[src/rtl/serial_add_pkg.sv]
// Shared definitions for the bit-serial adder controller.
package serial_add_pkg;

  typedef enum logic [1:0] {
    IDLE = 2'd0,
    RUN  = 2'd1,
    DONE = 2'd2
  } state_t;

  localparam int DEFAULT_WIDTH = 8;

endpackage

[src/rtl/serial_fa_cell.sv]
// Combinational 1-bit full adder used as the single arithmetic cell of the serial adder.
module serial_fa_cell (
  input  logic a,
  input  logic b,
  input  logic ci,
  output logic sum,
  output logic co
);

  assign sum = a ^ b ^ ci;
  assign co  = (a & b) | (ci & (a ^ b));

endmodule

[src/rtl/serial_add_ctrl.sv]
// Bit-serial adder controller: one sum bit per cycle through a single full-adder cell.
// Optional signed-overflow output is enabled by defining SERIAL_ADD_OVF_EN.
module serial_add_ctrl
  import serial_add_pkg::*;
#(
  parameter int WIDTH = DEFAULT_WIDTH
) (
  input  logic             clk,
  input  logic             rst,
  input  logic             req_valid,
  output logic             req_ready,
  input  logic [WIDTH-1:0] op_a,
  input  logic [WIDTH-1:0] op_b,
  input  logic             cin,
  input  logic             flush,
  output logic             busy,
  output logic             res_valid,
  input  logic             res_ready,
  output logic [WIDTH-1:0] sum,
  output logic             cout
`ifdef SERIAL_ADD_OVF_EN
  ,
  output logic             ovf
`endif
);

  localparam int CNT_W = $clog2(WIDTH);
  localparam logic [CNT_W-1:0] LAST = CNT_W'(WIDTH - 1);

  state_t           state;
  logic [WIDTH-1:0] a_sr;
  logic [WIDTH-1:0] b_sr;
  logic [WIDTH-1:0] res_sr;
  logic             carry;
  logic [CNT_W-1:0] cnt;
  logic             fa_s;
  logic             fa_co;

  serial_fa_cell u_fa (
    .a   (a_sr[0]),
    .b   (b_sr[0]),
    .ci  (carry),
    .sum (fa_s),
    .co  (fa_co)
  );

  always_ff @(posedge clk or posedge rst) begin
    if (rst) begin
      state     <= IDLE;
      req_ready <= 1'b1;
      busy      <= 1'b0;
      res_valid <= 1'b0;
      a_sr      <= '0;
      b_sr      <= '0;
      res_sr    <= '0;
      carry     <= 1'b0;
      cnt       <= '0;
      sum       <= '0;
      cout      <= 1'b0;
`ifdef SERIAL_ADD_OVF_EN
      ovf       <= 1'b0;
`endif
    end else if (flush) begin
      // Abort wins over everything, including a simultaneous request in IDLE.
      state     <= IDLE;
      req_ready <= 1'b1;
      busy      <= 1'b0;
      res_valid <= 1'b0;
    end else begin
      case (state)
        IDLE: begin
          if (req_valid) begin
            a_sr      <= op_a;
            b_sr      <= op_b;
            carry     <= cin;
            cnt       <= '0;
            state     <= RUN;
            req_ready <= 1'b0;
            busy      <= 1'b1;
          end
        end
        RUN: begin
          a_sr   <= a_sr >> 1;
          b_sr   <= b_sr >> 1;
          res_sr <= {fa_s, res_sr[WIDTH-1:1]};
          carry  <= fa_co;
          if (cnt == LAST) begin
            // Final bit: publish the assembled result in the same edge.
            sum       <= {fa_s, res_sr[WIDTH-1:1]};
            cout      <= fa_co;
`ifdef SERIAL_ADD_OVF_EN
            ovf       <= carry ^ fa_co;
`endif
            state     <= DONE;
            busy      <= 1'b0;
            res_valid <= 1'b1;
          end else begin
            cnt <= cnt + 1'b1;
          end
        end
        DONE: begin
          if (res_ready) begin
            state     <= IDLE;
            res_valid <= 1'b0;
            req_ready <= 1'b1;
          end
        end
        default: begin
          state     <= IDLE;
          req_ready <= 1'b1;
          busy      <= 1'b0;
          res_valid <= 1'b0;
        end
      endcase
    end
  end

endmodule

[config.mk]
export PLATFORM = sky130hd
export DESIGN_NAME = serial_add_ctrl
export DESIGN_NICKNAME = d
export VERILOG_FILES = /design/src/rtl/serial_add_pkg.sv /design/src/rtl/serial_fa_cell.sv /design/src/rtl/serial_add_ctrl.sv
export SDC_FILE = /design/constraint.sdc
export NUM_CORES = 1
export LEC_CHECK = 0
export BUFFER_PORTS_ARGS = -buffer_cell sky130_fd_sc_hd__buf_4
export CAP_MARGIN = 20
export CELL_PAD_IN_SITES_DETAIL_PLACEMENT = 2
export CELL_PAD_IN_SITES_GLOBAL_PLACEMENT = 2
export CORE_ASPECT_RATIO = 0.5
export CORE_UTILIZATION = 32
export CTS_CLUSTER_SIZE = 30
export DETAILED_ROUTE_END_ITERATION = 10
export MAX_ROUTING_LAYER = met4
export PLACE_DENSITY_LB_ADDON = 0.12
export SYNTH_ARGS = -nofsm -noshare
export SYNTH_HDL_FRONTEND = slang
export SYNTH_SLANG_ARGS = --single-unit
[constraint.sdc]
create_clock -name clk -period 1.9 [get_ports clk]
set_clock_uncertainty 0.1 [all_clocks]
set_input_delay 0.285 -clock clk [delete_from_list [all_inputs] [get_ports clk]]
set_output_delay 0.285 -clock clk [all_outputs]
set_load 0.02 [all_outputs]
=== Word-level counts from Yosys, hierarchy flattened ===
Index checks and enable logic that the tools add are counted.

* Add/subtract/negate cells: 1
* Equal/unequal tests: 11
* Muxes and demuxes: 26
* Bitwise logic cells: 6
* Reductions and logical operators: 10

{| class="wikitable"
|+ Operators by type and width
! operator !! count
|-
| $pmux 8 s2 || 2
|-
| $reduce_and 3->1 || 6
|-
| $mux 8 || 2
|-
| $mux 1 || 10
|-
| $ne 2x2->1 const B || 5
|-
| $ne 3x3->1 const B || 3
|-
| $pmux 1 s3 || 3
|-
| $mux 2 || 4
|-
| $mux 3 || 2
|-
| $pmux 2 s3 || 1
|-
| $pmux 3 s2 || 1
|-
| $reduce_and 4->1 || 1
|-
| $add 3x1->3 const B || 1
|-
| $eq 3x3->1 const B || 1
|-
| $and 1x1->1 || 2
|-
| $eq 2x1->1 const B || 1
|-
| $eq 2x2->1 const B || 1
|-
| $logic_not 2->1 || 1
|-
| $pmux 1 s2 || 1
|-
| $reduce_and 2->1 || 1
|-
| $reduce_bool 2->1 || 1
|-
| $xor 1x1->1 || 2
|-
| $not 1->1 || 1
|-
| $or 1x1->1 || 1
|}

* Register bits after elaboration: 42
* Bits of input ports: 22
* Output and inout bits: 12
* Logic and storage cells: 65

=== Logic depth before layout (Yosys ltp) ===
Gate-level depths: netlist of run 1.

* Word-level depth: 4
* Mapped depth: 6

=== Hierarchy ===
Synthesis of run 1 repeated with hierarchy kept, for this count alone.

* Cell total of the unflattened synthesis: 136
* Area total of the unflattened synthesis: 1,941.9 um^2

{| class="wikitable"
|+ Modules (own cells, without submodules)
! module !! times used !! cells each !! area each (um^2) !! sequential area each (um^2)
|-
| serial_add_ctrl || 1 || 135 || 1,921.8 || 1,027.2
|-
| serial_fa_cell || 1 || 1 || 20.0 || 0.0
|}

=== Worst setup path after synthesis of run 1 ===
No wires, ideal clock.

* Kind: reg2reg
* Start: reg state[1]
* End: reg cout
* Library setup time: 0.125 ns
* Data arrival time: 1.436 ns
* Slack: 0.239 ns
* Stages on the path, launching flop included: 6
* Buffers on the path: 2
* Cell sequence: dfrtp_1 buf_2 nor3b_4 and2_4 buf_12 mux2_4

* Cells in the longest elaborated chain, start to end: 2

{| class="wikitable"
|+ RTL lines
! item !! RTL line !! source
|-
| start, declared || serial_add_ctrl.sv:30 || <nowiki>state_t state;</nowiki>
|-
| start signal, assigned || serial_add_ctrl.sv:49 || <nowiki>state <= IDLE;</nowiki>
|-
| start signal, assigned || serial_add_ctrl.sv:65 || <nowiki>state <= IDLE;</nowiki>
|-
| start signal, assigned || serial_add_ctrl.sv:77 || <nowiki>state <= RUN;</nowiki>
|-
| $eq 2x1->1 || serial_add_ctrl.sv:70 || <nowiki>case (state)</nowiki>
|-
| $reduce_and 3->1 (no line) || - ||
|-
| end signal, assigned || serial_add_ctrl.sv:90 || <nowiki>cout <= fa_co;</nowiki>
|-
| end, declared || serial_add_ctrl.sv:20 || <nowiki>output logic cout</nowiki>
|}

No other way between the ends.
A chain may end at the register's enable or synchronous reset.

=== Worst setup path in the final report of run 1 ===
* Start: reg cnt[0]
* End: reg cnt[0]

* Cells in the longest elaborated chain, start to end: 3

{| class="wikitable"
|+ RTL lines
! item !! RTL line !! source
|-
| start, declared || serial_add_ctrl.sv:35 || <nowiki>logic [CNT_W-1:0] cnt;</nowiki>
|-
| start signal, assigned || serial_add_ctrl.sv:98 || <nowiki>cnt <= cnt + 1'b1;</nowiki>
|-
| $add 3x1->3 / $eq 3x3->1 (equally long branches) || serial_add_ctrl.sv:98, serial_add_ctrl.sv:87 ||
|-
| $mux 3 / $ne 2x2->1 (equally long branches) || - ||
|-
| $pmux 3 s2 / $reduce_and 4->1 (equally long branches) || - ||
|}

Parallel ways exist; a longest one is shown, timed or not. The select of a mux whose other input is x is not followed.

==> Implementation_results.wiki, run 1 <==
{| class="wikitable"
! Metric !! Value
|-
| Required time of the worst setup path || 1.96 ns
|-
| CTS tree || built
|-
| HP Class || in2async
|-
| Std-Cell Core Area || 5560 µm²
|-
| Lkg Pwr || 0.00112 µW
|-
| Hold-fix buffers, CTS || 0
|-
| Antenna violations before repair || 0
|-
| Mean post-synth cell area || 13.0 µm²
|-
| Worst setup path startpoint || cnt[0]$_DFFE_PP0P_
|-
| Die X-Extent || 110 µm
|-
| Total number of nets in the final design || 211
|-
| Number of search-and-repair iterations in the first detailed-routing pass || 2
|-
| Worst hold slack after final layout || 0.0527 ns
|-
| Total GRT Usage || 15.4%
|-
| Post-detailed-placement half-perimeter wirelength || 2820 µm
|-
| Remaining design rule violation count || 0
|-
| Netlist area before placement || 1880 µm²
|-
| Longest Clk Path Bufs || 2
|-
| Top cells by instance count after synthesis || dfrtp_1 (40), a21oi_1 (26), mux2_2 (18), mux2i_1 (11), mux2_4 (9)
|-
| Async set-or-reset flop fraction in the synthesized netlist || 100%
|-
| Max Clk Rate || 0.588 GHz
|-
| Setup TNS after final layout || 0 ns
|-
| Final period demand of the worst path || 1.70 ns
|-
| CTS clk-pin slew, worst paths || 0.06 ns
|-
| Worst-skew pair later-pin latency || 0.28 ns
|-
| Crit end category || flop
|-
| Classification of the worst setup path || reg2reg
|-
| Result of the run || finished clean
|-
| Top-level I/O count || 34
|-
| Final Power || 2380 µW
|-
| Total number of vias || 1243
|-
| Top cell type's share of synthesized area || 53.3%
|-
| Wire length of the first global-routing pass || 6980 µm
|-
| Dominant cell by count in the synthesized netlist || dfrtp_1
|-
| Starting density of the core || 33.7%
|-
| Detailed Route Iter0 Violations || 32
|-
| Arrival time at the worst endpoint || 1.76 ns
|-
| Synth top area cells || dfrtp_1 (53%), mux2_2 (11%), mux2_4 (7.2%), a21oi_1 (6.9%), mux2i_1 (5.9%)
|-
| Clock tree sinks || 41
|-
| Count of H-tree levels built during CTS || 2
|-
| Yosys reg bits || 41
|-
| Number of buffers added for setup after CTS || 0
|-
| Layout Area Growth over Synthesis || 28.0%
|-
| Number of distinct library cells after synthesis || 28
|-
| Post-Syn Instances || 144
|-
| Fin util || 43.2%
|-
| Peak fanout along the critical path || 6
|-
| CTS Root Buffer Type || clkbuf_16
|-
| Startpoint Class || flop
|-
| Count of synthesis-stage warnings from yosys || 0
|-
| Total wirelength of the detailed-routed design || 3990 µm
|-
| Max-slew violation total from the final report || 0
|-
| Largest area contributor in the netlist || dfrtp_1
|-
| Die H || 56.2 µm
|-
| Power per cell area || 990 nW/µm²
|-
| Ys flop type || dfrtp_1
|-
| Fraction of final layout cells with drive strength greater than 1 || 44.4%
|-
| Sequential fraction of the synthesis area || 54.7%
|-
| Routed Antenna Nets || 0
|-
| Worst-case vdd ir drop || 391 µV
|-
| Number of I/O port buffers || 33
|-
| Largest net degree at the start of global routing || 42
|-
| Unrepaired setup endpoints after global routing || no
|-
| Share of the clock period used by the worst path || 89.5%
|-
| CTS buffer count || 5
|-
| Transition time at the pin with the least slew margin || 0.537 ns
|-
| PostCTS Resize Cnt || 0
|-
| Total Die Area || 6190 µm²
|-
| Ant. Diodes || 0
|-
| Number of standard-cell rows in the floorplan || 19
|-
| Vias per cell || 4.78
|-
| Total gr overflow || 0
|-
| Setup-failing EPs final || 0
|-
| Post-synthesis net count || 169
|-
| Max-capacitance violation count || 0
|-
| Routed len/inst || 15.3 µm
|-
| Final Wtd Congestion || 0.717
|-
| Number of global-route vias before repair || 1398
|-
| Final count of hold timing violations || 0
|-
| Number of flops mapped to enable cells by yosys || 0
|-
| Worst slew margin relative to its limit || 64.2%
|-
| Reg-to-reg slack, setup || 0.20 ns
|-
| R2R Path Start || cnt[0]$_DFFE_PP0P_
|}
worst max-delay path, cell delays in order, from the launching register on:
cell	delay [ns]
dfrtp_1	0.40
ha_1	0.21
ha_1	0.24
nand2_1	0.10
nand3_1	0.12
inv_1	0.10
mux2_2	0.33
worst paths after layout:
| path | end | cells after the start |
|---|---|---|
| hold / removal | cout$_DFFE_PP0P_ | 3 |
| min in group clk | state[1]$_DFFE_PP0P_ | 2 |
| hold reg to reg | sum[0]$_DFFE_PP0P_ | 1 |
| setup reg to reg | cnt[0]$_DFFE_PP0P_ | 6 |
| setup / recovery | cnt[0]$_DFFE_PP0P_ | 6 |
| max in group asynchronous | req_ready$_DFFE_PP1P_ | 3 |
report_power, final:
group | total (µW) | switching (µW) | internal [µW]
combinational | 367 | 152 | 215
clock | 876 | 320 | 556
sequential | 1140 | 105 | 1030
placed cells by master, fill, tap and decap left out, types with 4 or more instances in the layout:
cell	netlist	routed
buf_4	1	42
a21oi_1	26	26
dfrtp_1	40	40
nand2_1	5	5
clkbuf_16	0	5
mux2_4	9	9
mux2i_1	11	11
nor2b_1	5	4
mux2_2	18	18
registers in the layout, summed over array words and instances, names as in the netlist:
register	count
a_sr	8
b_sr	8
busy	1
carry	1
cnt	3
cout	1
req_ready	1
res_sr	7
res_valid	1
state	2
sum	8
final cells by class:
type | instances | area (µm²)
inverters | 3 | 11.3
clock inverters | 1 | 5.00
multi-input cells | 92 | 779
clock buffers | 7 | 153
repair buffers | 43 | 335
well taps | 73 | 91.3
fillers | 584 | 3160
flip-flops and latches | 41 | 1030
logic make-up (layout without fill, tap and decap cells):
kind of cell / after synthesis / in the layout / share of synthesized area (%)
AO/OA/AOI/OAI: 30 / 30 / 8.47
adder cells (fa/ha/maj): 3 / 3 / 2.40
buffers and inverters: 11 / 54 / 3.87
flip-flops: 41 / 41 / 54.7
multiplexers: 38 / 38 / 23.9
AND/OR/NAND/NOR: 21 / 21 / 6.67
routing by layer:
| layer | share of wire [%] | vias to the layer above | GRT usage (%) |
|---|---|---|---|
| met4 | 0.83 | 0 | 3.95 |
| li1 | - | 591 | - |
| met1 | 47 | 627 | 19.9 |
| met3 | 2.9 | 4 | 4.22 |
| met2 | 49 | 21 | 23.9 |
| met5 | 0 | - | - |
stage by stage:
step / setup slack, ns / area [µm²] / std cells
after CTS: 0.180 / 2400 / 260
after detailed placement: 0.193 / 2240 / 252
final: 0.199 / 2400 / 260
after floorplan: 0.239 / 1880 / 144
after global routing: 0.0775 / 2400 / 260
after global placement: 0.260 / 2240 / 252
Note: power is estimated with default switching activity, not from simulation.
==> inputs of run 2 (changes only) <==
==> constraint.sdc (replaced) <==
create_clock -name clk -period 1.5 [get_ports clk]
set_clock_uncertainty 0.1 [all_clocks]
set_input_delay 0.225 -clock clk [delete_from_list [all_inputs] [get_ports clk]]
set_output_delay 0.225 -clock clk [all_outputs]
set_load 0.02 [all_outputs]
==> Implementation_results.wiki, run 2 (same netlist as run 1, synthesis figures left out) <==
{| class="wikitable"
! Metric !! Value
|-
| Transition time at the pin with the least slew margin || 0.297 ns (-0.240 ns)
|-
| Power per cell area || 1170 nW/µm² (+18%)
|-
| Number of global-route vias before repair || 1510 (+8.0%)
|-
| Max Clk Rate || 0.633 GHz (+7.7%)
|-
| Worst-case vdd ir drop || 525 µV (+34%)
|-
| Clock tree sinks || 41 (unchanged)
|-
| Dominant cell type by count on the critical path || mux2_2
|-
| Number of search-and-repair iterations in the first detailed-routing pass || 3 (+1)
|-
| Share of total power consumed by net switching || 24.8% (+0.53 points)
|-
| Final Power || 3060 µW (+29%)
|-
| Die H || 56.2 µm (unchanged)
|-
| Power share of the sequential group || 47.2% (-0.6 points)
|-
| Number of standard-cell rows in the floorplan || 19 (unchanged)
|-
| Classification of the worst setup path || reg2reg
|-
| Peak fanout along the critical path || 10 (+4)
|-
| Std-Cell Core Area || 5560 µm² (unchanged)
|-
| Post-detailed-placement half-perimeter wirelength || 3060 µm (+8.5%)
|-
| Total number of vias || 1321 (+6.3%)
|-
| Result of the run || finished, violations left
|-
| Register area || 1030 µm² (+0.12%)
|-
| CTS clk-pin slew, worst paths || 0.06 ns (about the same)
|-
| Max-slew violation total from the final report || 0 (unchanged)
|-
| Placed instance area || 2360 µm² (+5.2%)
|-
| Required time of the worst setup path || 1.56 ns (-0.40 ns)
|-
| Series of cell instances along the critical path || nor2b_2, buf_12, mux2_2, mux2_2
|-
| Number of I/O port buffers || 33 (unchanged)
|-
| Ant. Diodes || 0 (unchanged)
|-
| Total Die Area || 6190 µm² (unchanged)
|-
| Failing checks || setup timing
|-
| Cell type group with the largest total delay on the critical path || multiplexers
|-
| Final count of hold timing violations || 0 (unchanged)
|-
| Remaining design rule violation count || 0 (unchanged)
|-
| Starting density of the core || 33.7% (unchanged)
|-
| Routed len/inst || 16.5 µm (+7.4%)
|-
| Total number of nets in the final design || 232 (+10%)
|-
| Detailed Route Iter0 Violations || 17 (-47%)
|-
| Worst-path cell with the longest stage delay || dfrtp_2
|-
| Wire length of the first global-routing pass || 7470 µm (+7.1%)
|-
| Final Wtd Congestion || 0.699 (-2.4%)
|-
| Switching power summed over all nets || 758 µW (+32%)
|-
| Setup-failing EPs final || 22 (+22)
|-
| Total gr overflow || 0 (unchanged)
|-
| Largest stage delay on the critical path || 0.44 ns (+0.04 ns)
|-
| Total GRT Usage || 16.4% (+1.1 points)
|-
| Worst hold slack after final layout || 0.127 ns (+0.0739 ns)
|-
| Longest Clk Path Bufs || 2 (unchanged)
|-
| Total wirelength of the detailed-routed design || 4610 µm (+16%)
|-
| Fraction of final layout cells with drive strength greater than 1 || 54.1% (+9.7 points)
|-
| Lkg Pwr || 0.00123 µW (+10%)
|-
| CTS buffer count || 5 (unchanged)
|-
| Number of instances on the worst hold path || 4
|-
| Final period demand of the worst path || 1.58 ns (-0.122 ns)
|-
| HP Class || in2reg
|-
| Combinational group share of total power || 18.8% (+3.4 points)
|-
| Post-Layout Inst Area || 2620 µm² (+9.1%)
|-
| Routed Antenna Nets || 0 (unchanged)
|-
| Startpoint Class || flop
|-
| Worst reg-to-reg path cell count || 4 (-2)
|-
| Post-route setup slack || -0.0790 ns (-0.278 ns)
|-
| Part of the power in the clock network || 34.0% (-2.8 points)
|-
| Total internal power || 2300 µW (+28%)
|-
| CTS tree || built
|-
| Die X-Extent || 110 µm (unchanged)
|-
| Registers with the most flip-flops || a_sr (8), b_sr (8), sum (8)
|-
| Vias per cell || 4.72 (-1.3%)
|-
| Area of the multi-input gates || 843 µm² (+8.2%)
|-
| Max-capacitance violation count || 0 (unchanged)
|-
| Layout Area Growth over Synthesis || 39.6%
|-
| Share of the clock period used by the worst path || 105% (+16 points)
|-
| Antenna violations before repair || 0 (unchanged)
|-
| Count of filler cells inserted in the layout || 583 (-0.17%)
|-
| Most common cell after layout, fill and taps aside || buf_4
|-
| Top-level I/O count || 34 (unchanged)
|-
| Worst slew margin relative to its limit || 80.2% (+16 points)
|-
| Arrival time at the worst endpoint || 1.64 ns (-0.12 ns)
|-
| CTS Root Buffer Type || clkbuf_16
|-
| Largest net degree at the start of global routing || 23 (-45%)
|-
| Unrepaired setup endpoints after global routing || yes
|-
| Count of H-tree levels built during CTS || 2 (unchanged)
|-
| Leading cell types in the layout, fill and taps excluded || buf_4 (57), dfrtp_1 (39), a21oi_1 (25), mux2_2 (17), mux2i_1 (11)
|-
| Path length in cells of the critical path || 4 (-2)
|-
| Worst-skew pair later-pin latency || 0.27 ns (about the same)
|-
| Crit end category || flop
|-
| CP Buf/Inv Count || 1 (unchanged)
|}
-- run 2: cell types whose count changed in the layout (fill, tap and decap cells not counted), moves of 2 or more --
cell / previous run / this run
and2_4: 1 / 3
buf_4: 42 / 57
buf_6: 0 / 4
ha_1: 2 / 0
-- run 2: worst paths after layout --
path	endpoint	slack, ns	start
max in group asynchronous	state[1]$_DFFE_PP0P_	0.52	rst
hold / removal	state[1]$_DFFE_PP0P_	0.13	res_ready
setup reg to reg	a_sr[6]$_DFFE_PP0P_	-0.08	state[1]$_DFFE_PP0P_
setup / recovery	a_sr[6]$_DFFE_PP0P_	-0.08	state[1]$_DFFE_PP0P_
min in group asynchronous	cout$_DFFE_PP0P_	0.51	rst
hold reg to reg	a_sr[7]$_DFFE_PP0P_	0.41	a_sr[7]$_DFFE_PP0P_
-- run 2: tightest hold or removal path: stages --
cell     delay (ns)
buf_4          0.08
nor2_1         0.03
nand2_1        0.05
a21oi_1        0.07
-- run 2: metrics by stage --
step	util, %	setup slack, ns	std cells	TNS (ns)
6_report	47.1	-0.0790	280	-1.00
5_1_grt	47.1	-0.123	280	-2.36
4_1_cts	46.0	-0.0979	277	-1.45
3_5_place_dp	42.5	-0.207	265	-3.09
3_3_place_gp	42.5	-0.137	265	-1.55
2_1_floorplan	-	-0.146	144	-1.78
-- run 2: final cells by class --
type / count / area share, %
sequential: 41 / 39.3
multi-input combinational: 93 / 32.2
timing repair buffer: 63 / 19.2
clock buffer: 7 / 5.44
tap: 73 / 3.49
inverter: 3 / 0.430
-- run 2: routing by layer --
metal	GRT usage (%)	part of all wire, %	vias up
met3	4.22	3.4	2
met1	20.9	47	663
met4	3.38	0.43	0
met2	26.5	49	22
met5	-	0	-
li1	-	-	634
-- run 2: timing repair --
item                       4_1_cts  5_1_grt
hold endpoints to repair        40        0
gates cloned                     1        0
setup buffers                    3        3
hold buffers                     1        0
setup endpoints to repair       34       31
pin swaps                        4        2
gates resized for setup          7        9
-- run 2: power by group through the flow --
stage | clock network [µW] | logic [µW] | registers, µW
finish | 1040 | 574 | 1440
global placement | 0 | 503 | 1450
CTS | 1080 | 552 | 1450
floorplan | 0 | 330 | 1420
detailed placement | 0 | 529 | 1470
global route | 1130 | 636 | 1470
